===== src/rtl/pwm_pkg.sv =====
// Shared types and constants for the PWM duty controller.
package pwm_pkg;

  localparam int PWM_CBITS = 14;
  localparam int DUTY_W    = 4;

  typedef enum logic [1:0] {
    IDLE    = 2'd0,
    RAMP_UP = 2'd1,
    RAMP_DN = 2'd2
  } ramp_state_t;

endpackage


===== src/rtl/sw_debounce.sv =====
// Two-flop synchronizer plus debouncer for the duty switches.
// target follows the switches only after DB_LIMIT+1 cycles of stable input.
module sw_debounce
  import pwm_pkg::*;
#(
  parameter int DB_BITS = 16
) (
  input  logic              clk,
  input  logic              rst_n,
  input  logic [DUTY_W-1:0] sw_raw,
  output logic [DUTY_W-1:0] target,
  output logic              target_upd
);

  localparam logic [DB_BITS-1:0] DB_LIMIT = '1;

  logic [DUTY_W-1:0]  sync1;
  logic [DUTY_W-1:0]  sw_sync;
  logic [DUTY_W-1:0]  cand;
  logic [DB_BITS-1:0] db_cnt;
  logic               stable;

  assign stable = (db_cnt == DB_LIMIT) && (sw_sync == cand);

  always_ff @(posedge clk or negedge rst_n) begin
    if (!rst_n) begin
      sync1      <= '0;
      sw_sync    <= '0;
      cand       <= '0;
      db_cnt     <= '0;
      target     <= '0;
      target_upd <= 1'b0;
    end else begin
      sync1   <= sw_raw;
      sw_sync <= sync1;
      if (sw_sync != cand) begin
        cand   <= sw_sync;
        db_cnt <= '0;
      end else if (db_cnt != DB_LIMIT) begin
        db_cnt <= db_cnt + 1'b1;
      end
      // target_upd flags only real changes, visible together with the new target
      target_upd <= 1'b0;
      if (stable) begin
        target     <= cand;
        target_upd <= (cand != target);
      end
    end
  end

endmodule


===== src/rtl/pwm_duty_ctrl.sv =====
// Debounced, period-aligned duty code generator for a downstream PWM.
// Define PWM_DUTY_RAMP_EN to ramp duty one step per RAMP_PERIODS periods; otherwise duty jumps.
module pwm_duty_ctrl
  import pwm_pkg::*;
#(
  parameter int CBITS        = PWM_CBITS,
  parameter int DB_BITS      = 16,
  parameter int RAMP_PERIODS = 4
) (
  input  logic              clk,
  input  logic              rst_n,
  input  logic [DUTY_W-1:0] sw_raw,
  output logic [DUTY_W-1:0] duty,
  output logic              duty_valid,
  output logic              period_start,
  output logic              busy
);

  logic [DUTY_W-1:0] target;
  logic              target_upd;
  logic [CBITS-1:0]  period_cnt;
  logic [DUTY_W-1:0] duty_next;

  sw_debounce #(
    .DB_BITS (DB_BITS)
  ) u_db (
    .clk        (clk),
    .rst_n      (rst_n),
    .sw_raw     (sw_raw),
    .target     (target),
    .target_upd (target_upd)
  );

  assign period_start = &period_cnt;

  always_ff @(posedge clk or negedge rst_n) begin
    if (!rst_n) begin
      period_cnt <= '0;
    end else begin
      period_cnt <= period_cnt + 1'b1;
    end
  end

  // duty only moves on the edge closing a period_start cycle
  always_ff @(posedge clk or negedge rst_n) begin
    if (!rst_n) begin
      duty       <= '0;
      duty_valid <= 1'b0;
    end else begin
      duty       <= duty_next;
      duty_valid <= (duty_next != duty);
    end
  end

`ifdef PWM_DUTY_RAMP_EN

  localparam int DIV_W = (RAMP_PERIODS > 1) ? $clog2(RAMP_PERIODS) : 1;
  localparam logic [DIV_W-1:0] DIV_LAST = DIV_W'(RAMP_PERIODS - 1);

  ramp_state_t      state;
  ramp_state_t      state_next;
  logic [DIV_W-1:0] div_cnt;
  logic [DIV_W-1:0] div_next;

  always_ff @(posedge clk or negedge rst_n) begin
    if (!rst_n) begin
      state   <= IDLE;
      div_cnt <= '0;
    end else begin
      state   <= state_next;
      div_cnt <= div_next;
    end
  end

  // state tracks the duty value being written this cycle, so busy drops with the last step
  always_comb begin
    duty_next  = duty;
    div_next   = div_cnt;
    state_next = state;
    if (state != IDLE && period_start) begin
      if (div_cnt == DIV_LAST) begin
        div_next = '0;
        if (state == RAMP_UP && duty < target) begin
          duty_next = duty + 1'b1;
        end else if (state == RAMP_DN && duty > target) begin
          duty_next = duty - 1'b1;
        end
      end else begin
        div_next = div_cnt + 1'b1;
      end
    end
    case (state)
      IDLE: begin
        if (target_upd || target != duty) begin
          if (target > duty) begin
            state_next = RAMP_UP;
          end else if (target < duty) begin
            state_next = RAMP_DN;
          end
        end
      end
      default: begin
        if (target > duty_next) begin
          state_next = RAMP_UP;
        end else if (target < duty_next) begin
          state_next = RAMP_DN;
        end else begin
          state_next = IDLE;
        end
      end
    endcase
    if (state_next == IDLE) begin
      div_next = '0;
    end
  end

  assign busy = (state != IDLE);

`else

  logic pending;
  logic load;

  // a new target waits for the next period boundary, including one arriving in that same cycle
  assign load = period_start && (pending || target_upd);

  always_ff @(posedge clk or negedge rst_n) begin
    if (!rst_n) begin
      pending <= 1'b0;
    end else if (load) begin
      pending <= 1'b0;
    end else if (target_upd) begin
      pending <= 1'b1;
    end
  end

  always_comb begin
    duty_next = duty;
    if (load) begin
      duty_next = target;
    end
  end

  assign busy = 1'b0;

`endif

endmodule


===== config.mk =====
export PLATFORM = sky130hd
export DESIGN_NAME = pwm_duty_ctrl
export DESIGN_NICKNAME = d
export VERILOG_FILES = /design/src/rtl/pwm_pkg.sv /design/src/rtl/sw_debounce.sv /design/src/rtl/pwm_duty_ctrl.sv
export SDC_FILE = /design/constraint.sdc
export NUM_CORES = 1
export LEC_CHECK = 0
export BUFFER_PORTS_ARGS = -buffer_cell sky130_fd_sc_hd__buf_4
export CAP_MARGIN = 20
export CORE_UTILIZATION = 55
export DETAILED_ROUTE_END_ITERATION = 16
export GPL_TIMING_DRIVEN = 0
export PLACE_DENSITY = 0.82
export SLEW_MARGIN = 20
export SYNTH_ARGS = -nofsm -noshare
export SYNTH_HDL_FRONTEND = slang
export SYNTH_SLANG_ARGS = --single-unit
export TNS_END_PERCENT = 100

===== constraint.sdc =====
create_clock -name clk -period 4.7 [get_ports clk]
set_input_delay 0.705 -clock clk [delete_from_list [all_inputs] [get_ports clk]]
set_output_delay 0.705 -clock clk [all_outputs]
set_load 0.03 [all_outputs]

**Word-level counts from Yosys, hierarchy flattened**

Cells that the tools add are included.

- Bits in registers: 53
- Output and inout port bits: 7
- Logic and storage cells: 30

- Add/sub/neg operators: 2
- Eq/ne operators: 6
- Muxes and demuxes: 6
- Reduce and logical (&&, ||, !) cells: 6

Operators with widths:

| operator | number |
|---|---|
| $mux W16 | 2 |
| $add A16 B1 Y16 const B | 1 |
| $eq A16 B16 Y1 const B | 1 |
| $ne A16 B16 Y1 const B | 1 |
| $add A14 B1 Y14 const B | 1 |
| $reduce_and A14 Y1 | 1 |
| $ne A4 B4 Y1 | 3 |
| $eq A4 B4 Y1 | 1 |
| $mux W4 | 1 |
| $reduce_bool A2 Y1 | 2 |
| $mux W1 | 3 |
| $logic_and A1 B1 Y1 | 2 |
| $logic_or A1 B1 Y1 | 1 |

**Logic depth before layout (Yosys ltp)**

- Depth in word-level cells: 4
- Mapped depth: 6

**By module**

A second synthesis with hierarchy kept.

- Cell total of the unflattened synthesis: 199
- Area total of the unflattened synthesis: 2323.5 µm²

Modules (own cells, without submodules):

| module | times used | cells an instance | area each (µm²) |
|---|---|---|---|
| sw_debounce | 1 | 129 | 1467.7 |
| pwm_duty_ctrl | 1 | 70 | 855.8 |

**Worst setup path before layout**

Ideal clock, no wire load.

- Kind: register to output
- From: register period_cnt[0]
- To: output port period_start
- Data arrival time: 1148 ps
- Setup slack: 2847 ps
- Stages on the path, launching flop included: 4
- Path buffers: 0
- Cells stage by stage: dfrtp_1 ha_1 nand4_1 nor4_4

- Cells in the longest elaborated chain, start to end: 1

Ends and longest elaborated chain:

| item | line | RTL |
|---|---|---|
| start, declared | pwm_duty_ctrl.sv:21 | `logic [CBITS-1:0] period_cnt;` |
| start signal, assigned | pwm_duty_ctrl.sv:40 | `period_cnt <= period_cnt + 1'b1;` |
| $reduce_and A14 Y1 | pwm_duty_ctrl.sv:34 | `assign period_start = &period_cnt;` |
| end, declared | pwm_duty_ctrl.sv:15 | `output logic period_start,` |

Every way passes these cells.

**Worst setup path in the final report**

Same ends and word-level chain as after synthesis.

==> results.sh <==
export IMPL_antenna_found_initial=0
export IMPL_post_cts_setup_buffers=0
export IMPL_first_pass_iters=4
export IMPL_grt_use_total_pct=20.98
export IMPL_setup_violations=0
export IMPL_postLayoutCoreUtil_pct=64.40
export IMPL_cts_root_buf="clkbuf_8"
export IMPL_min_path_type="flip-flop to flip-flop"
export IMPL_ios=13
export IMPL_status="finished, final reports clean"
export IMPL_drive_above_1_share_pct=17.26
export IMPL_hp_start="u_db.sync1[2]"
export IMPL_gp_congestion=0.9000
export IMPL_dp_hpwl_um=2937
export IMPL_postCtsHoldBufs=0
export IMPL_nNetsFinal=233
export IMPL_syn_nets=215
export IMPL_wirelength_um=4113
export IMPL_ys_flop_type="dfrtp_1"
export IMPL_async_flop_share_pct=100.0
export IMPL_r2r_slack_ns=2.83
export IMPL_wl_per_cell_um=14.90
export IMPL_ys_types=44
export IMPL_die_h_um=68.37
export IMPL_fin_ws_ns=2.383
export IMPL_min_path_cells=0
export IMPL_r2r_cells=5
export IMPL_fin_tns_setup_ns=0
export IMPL_ant_nets=0
export IMPL_grt_max_degree=54
export IMPL_netlist_top_cells_count="dfrtp_1 (53), xnor2_1 (13), nand3_1 (12), xor2_1 (12), nor2_1 (10)"
export IMPL_vias=1584
export IMPL_clock_path_buffers=2
export IMPL_worstPathRequired_ns=3.99
export IMPL_cts_buffers_inserted=5
export IMPL_finalNonFillerCells=276
export IMPL_arrival_ns=1.61
export IMPL_ys_top_cells_by_area="dfrtp_1 (55%), xnor2_1 (4.7%), xor2_1 (4.3%)"
export IMPL_yosysSeqAreaShare_pct=54.75
export IMPL_r2r_end="u_db.target[1]"
export IMPL_synth_top_area_share_pct=54.75
export IMPL_slew_violations=0
export IMPL_r2r_start="u_db.db_cnt[0]"
export IMPL_clock_latency_ns=0.31
export IMPL_worstMarginPinSlew_ns=0.6538
export IMPL_drv_cap=0
export IMPL_worstSetupStartpointType="flip-flop"
export IMPL_slew_headroom_pct=56.41
export IMPL_fin_crit_ns=2.317
export IMPL_io_buffers=11
export IMPL_cts_resized=0
export IMPL_crit_type="flip-flop to primary output"
export IMPL_grt_pass1_vias=1537
export IMPL_synth_most_common_cell="dfrtp_1"
export IMPL_start_util_pct=58.86
export IMPL_synth_area_per_cell_um2=11.70
export IMPL_p_leak_nw=1.199
export IMPL_viasPerCell=5.739
export IMPL_cpPeakStageDelay_ns=0.39
export IMPL_finalPower_mw=0.7363
export IMPL_drc_errors=0
export IMPL_cp_max_fo=4
export IMPL_power_density_nw_per_um2=277.9
export IMPL_hold_violations=0
export IMPL_die_area_um2=4674
export IMPL_crit_chain="ha_1 > nand4_1 > nor4_4 > buf_4"
export IMPL_cts_sinks=53
export IMPL_finalCritPeriodShare_pct=49.29
export IMPL_cp_top_family="simple AND/OR/NAND/NOR gates"
export IMPL_ir_drop_mv=0.2380
export IMPL_h_tree_depth=2
export IMPL_synth_area_um2=2422
export IMPL_min_to="u_db.sw_sync[2]"
export IMPL_syn_inst=207
export IMPL_yosysWarnings=0
export IMPL_critPathBufInv=1
export IMPL_drt_iter0_markers=108
export IMPL_syn2layout_area_growth_pct=9.401
export IMPL_max_freq_mhz=431.7
export IMPL_critPathSlowestCell="dfrtp_1"
export IMPL_clkSlewWorstSetupHoldPaths_ns=0.09
export IMPL_row_count=23
export IMPL_diodes=0
export IMPL_dp_cells=268
export IMPL_grt_overflow_total=0
export IMPL_post_place_ws_ns=2.722
export IMPL_synth_edf_count=0
export IMPL_core_area_um2=4115
export IMPL_worst_clock_skew_ns=0.009021
export IMPL_nFillCells=331
export IMPL_endpoint_kind="primary output"
export IMPL_rsz0062_at_grt="no"
export IMPL_grt_pass1_wl_um=6975
export IMPL_yosysTopAreaCell="dfrtp_1"
export IMPL_fp_dieW_um=68.37
export IMPL_ys_ff_latch=53
export IMPL_cts_tree="done"
## layer usage
metal	share of wire, %	routed length, um	GRT usage, %	vias up
met5	0	0	0	-
met4	2.1	87	9.375	0
li1	-	-	-	777
met3	3.1	128	3.500	7
met2	46	1903	33.09	29
met1	48	1994	28.23	771
## flip-flops by register name, summed over array words and instances, names as in the netlist
| register | flops |
|---|---|
| pending | 1 |
| duty | 4 |
| u_db.sync1 | 4 |
| period_cnt | 14 |
| u_db.cand | 4 |
| u_db.target | 4 |
| duty_valid | 1 |
| u_db.sw_sync | 4 |
| u_db.target_upd | 1 |
| u_db.db_cnt | 16 |
## power breakdown
group / internal [mW] / leakage [nW] / switching, mW
clock: 0.104 / 0.0450 / 0.144
sequential: 0.461 / 0.698 / 0.00436
combinational: 0.00810 / 0.456 / 0.0155
## cell type report
class                           instances  area, um2  area share (%)
Timing Repair Buffer                   11      82.58           3.116
Multi-Input combinational cell        142       1044           39.38
Sequential cell                        53       1326           50.05
Clock buffer                            6      72.57           2.738
Inverter                                5      18.77          0.7082
Tap cell                               50      62.56           2.361
Buffer                                  7      33.78           1.275
Clock inverter                          2      10.01          0.3777
## worst max path at each step
stage | start | cells past startpoint | to
global route | period_cnt[0] | 4 | period_start
global placement | period_cnt[0] | 4 | period_start
finish | period_cnt[0] | 4 | period_start
detailed placement | period_cnt[0] | 4 | period_start
CTS | period_cnt[0] | 4 | period_start
floorplan | period_cnt[0] | 3 | period_start
## cell families (layout without fill, tap and decap cells)
kind of cell             after synthesis  after routing  share of synthesized area (%)
AND/OR/NAND/NOR                       79             79                          21.70
flip-flops                            53             53                          54.75
AO/OA/AOI/OAI                         25             25                          5.992
XOR/XNOR                              25             25                          9.039
buffers and inverters                 12             31                          2.169
multiplexers                          10             10                          5.165
adder cells (fa/ha/maj)                2              2                          1.033
other                                  1              1                         0.1548
## through the flow
stage | hold WS (ns) | instance area [um2]
after global routing | 0.3633 | 2650
after floorplan | 0.3312 | 2422
after global placement | 0.3312 | 2567
final | 0.3552 | 2650
after CTS | 0.3562 | 2650
after detailed placement | 0.3363 | 2567
## worst register-to-register path: stages (launching register included)
cell and delay [ns]:
dfrtp_1 0.42, ha_1 0.33, nand4_1 0.18, nor4_4 0.24, and2_2 0.26, mux2_1 0.33
## placed cells by master, fill, tap and decap left out, drive strengths merged
master	synthesis	final
dfrtp	53	53
nand3	14	14
xnor2	13	13
buf	2	13
xor2	12	12
clkbuf	5	11
nor2	10	10
nand4	10	10
o21ai	10	10
a21oi	8	8
nand2	8	8
or3	8	8
mux2	8	8
nor3	7	7
nor4	6	6
inv	5	5
and3	5	5
and4	4	4
a31oi	2	2
mux2i	2	2
o21a	2	2
ha	2	2
clkinv	0	2
and2	2	2
or4	2	2
or2	1	1
nand4b	1	1
o31ai	1	1
and4b	1	1
a211oi	1	1
o31a	1	1
conb	1	1
No activity file was read; power rests on OpenSTA's default activity.
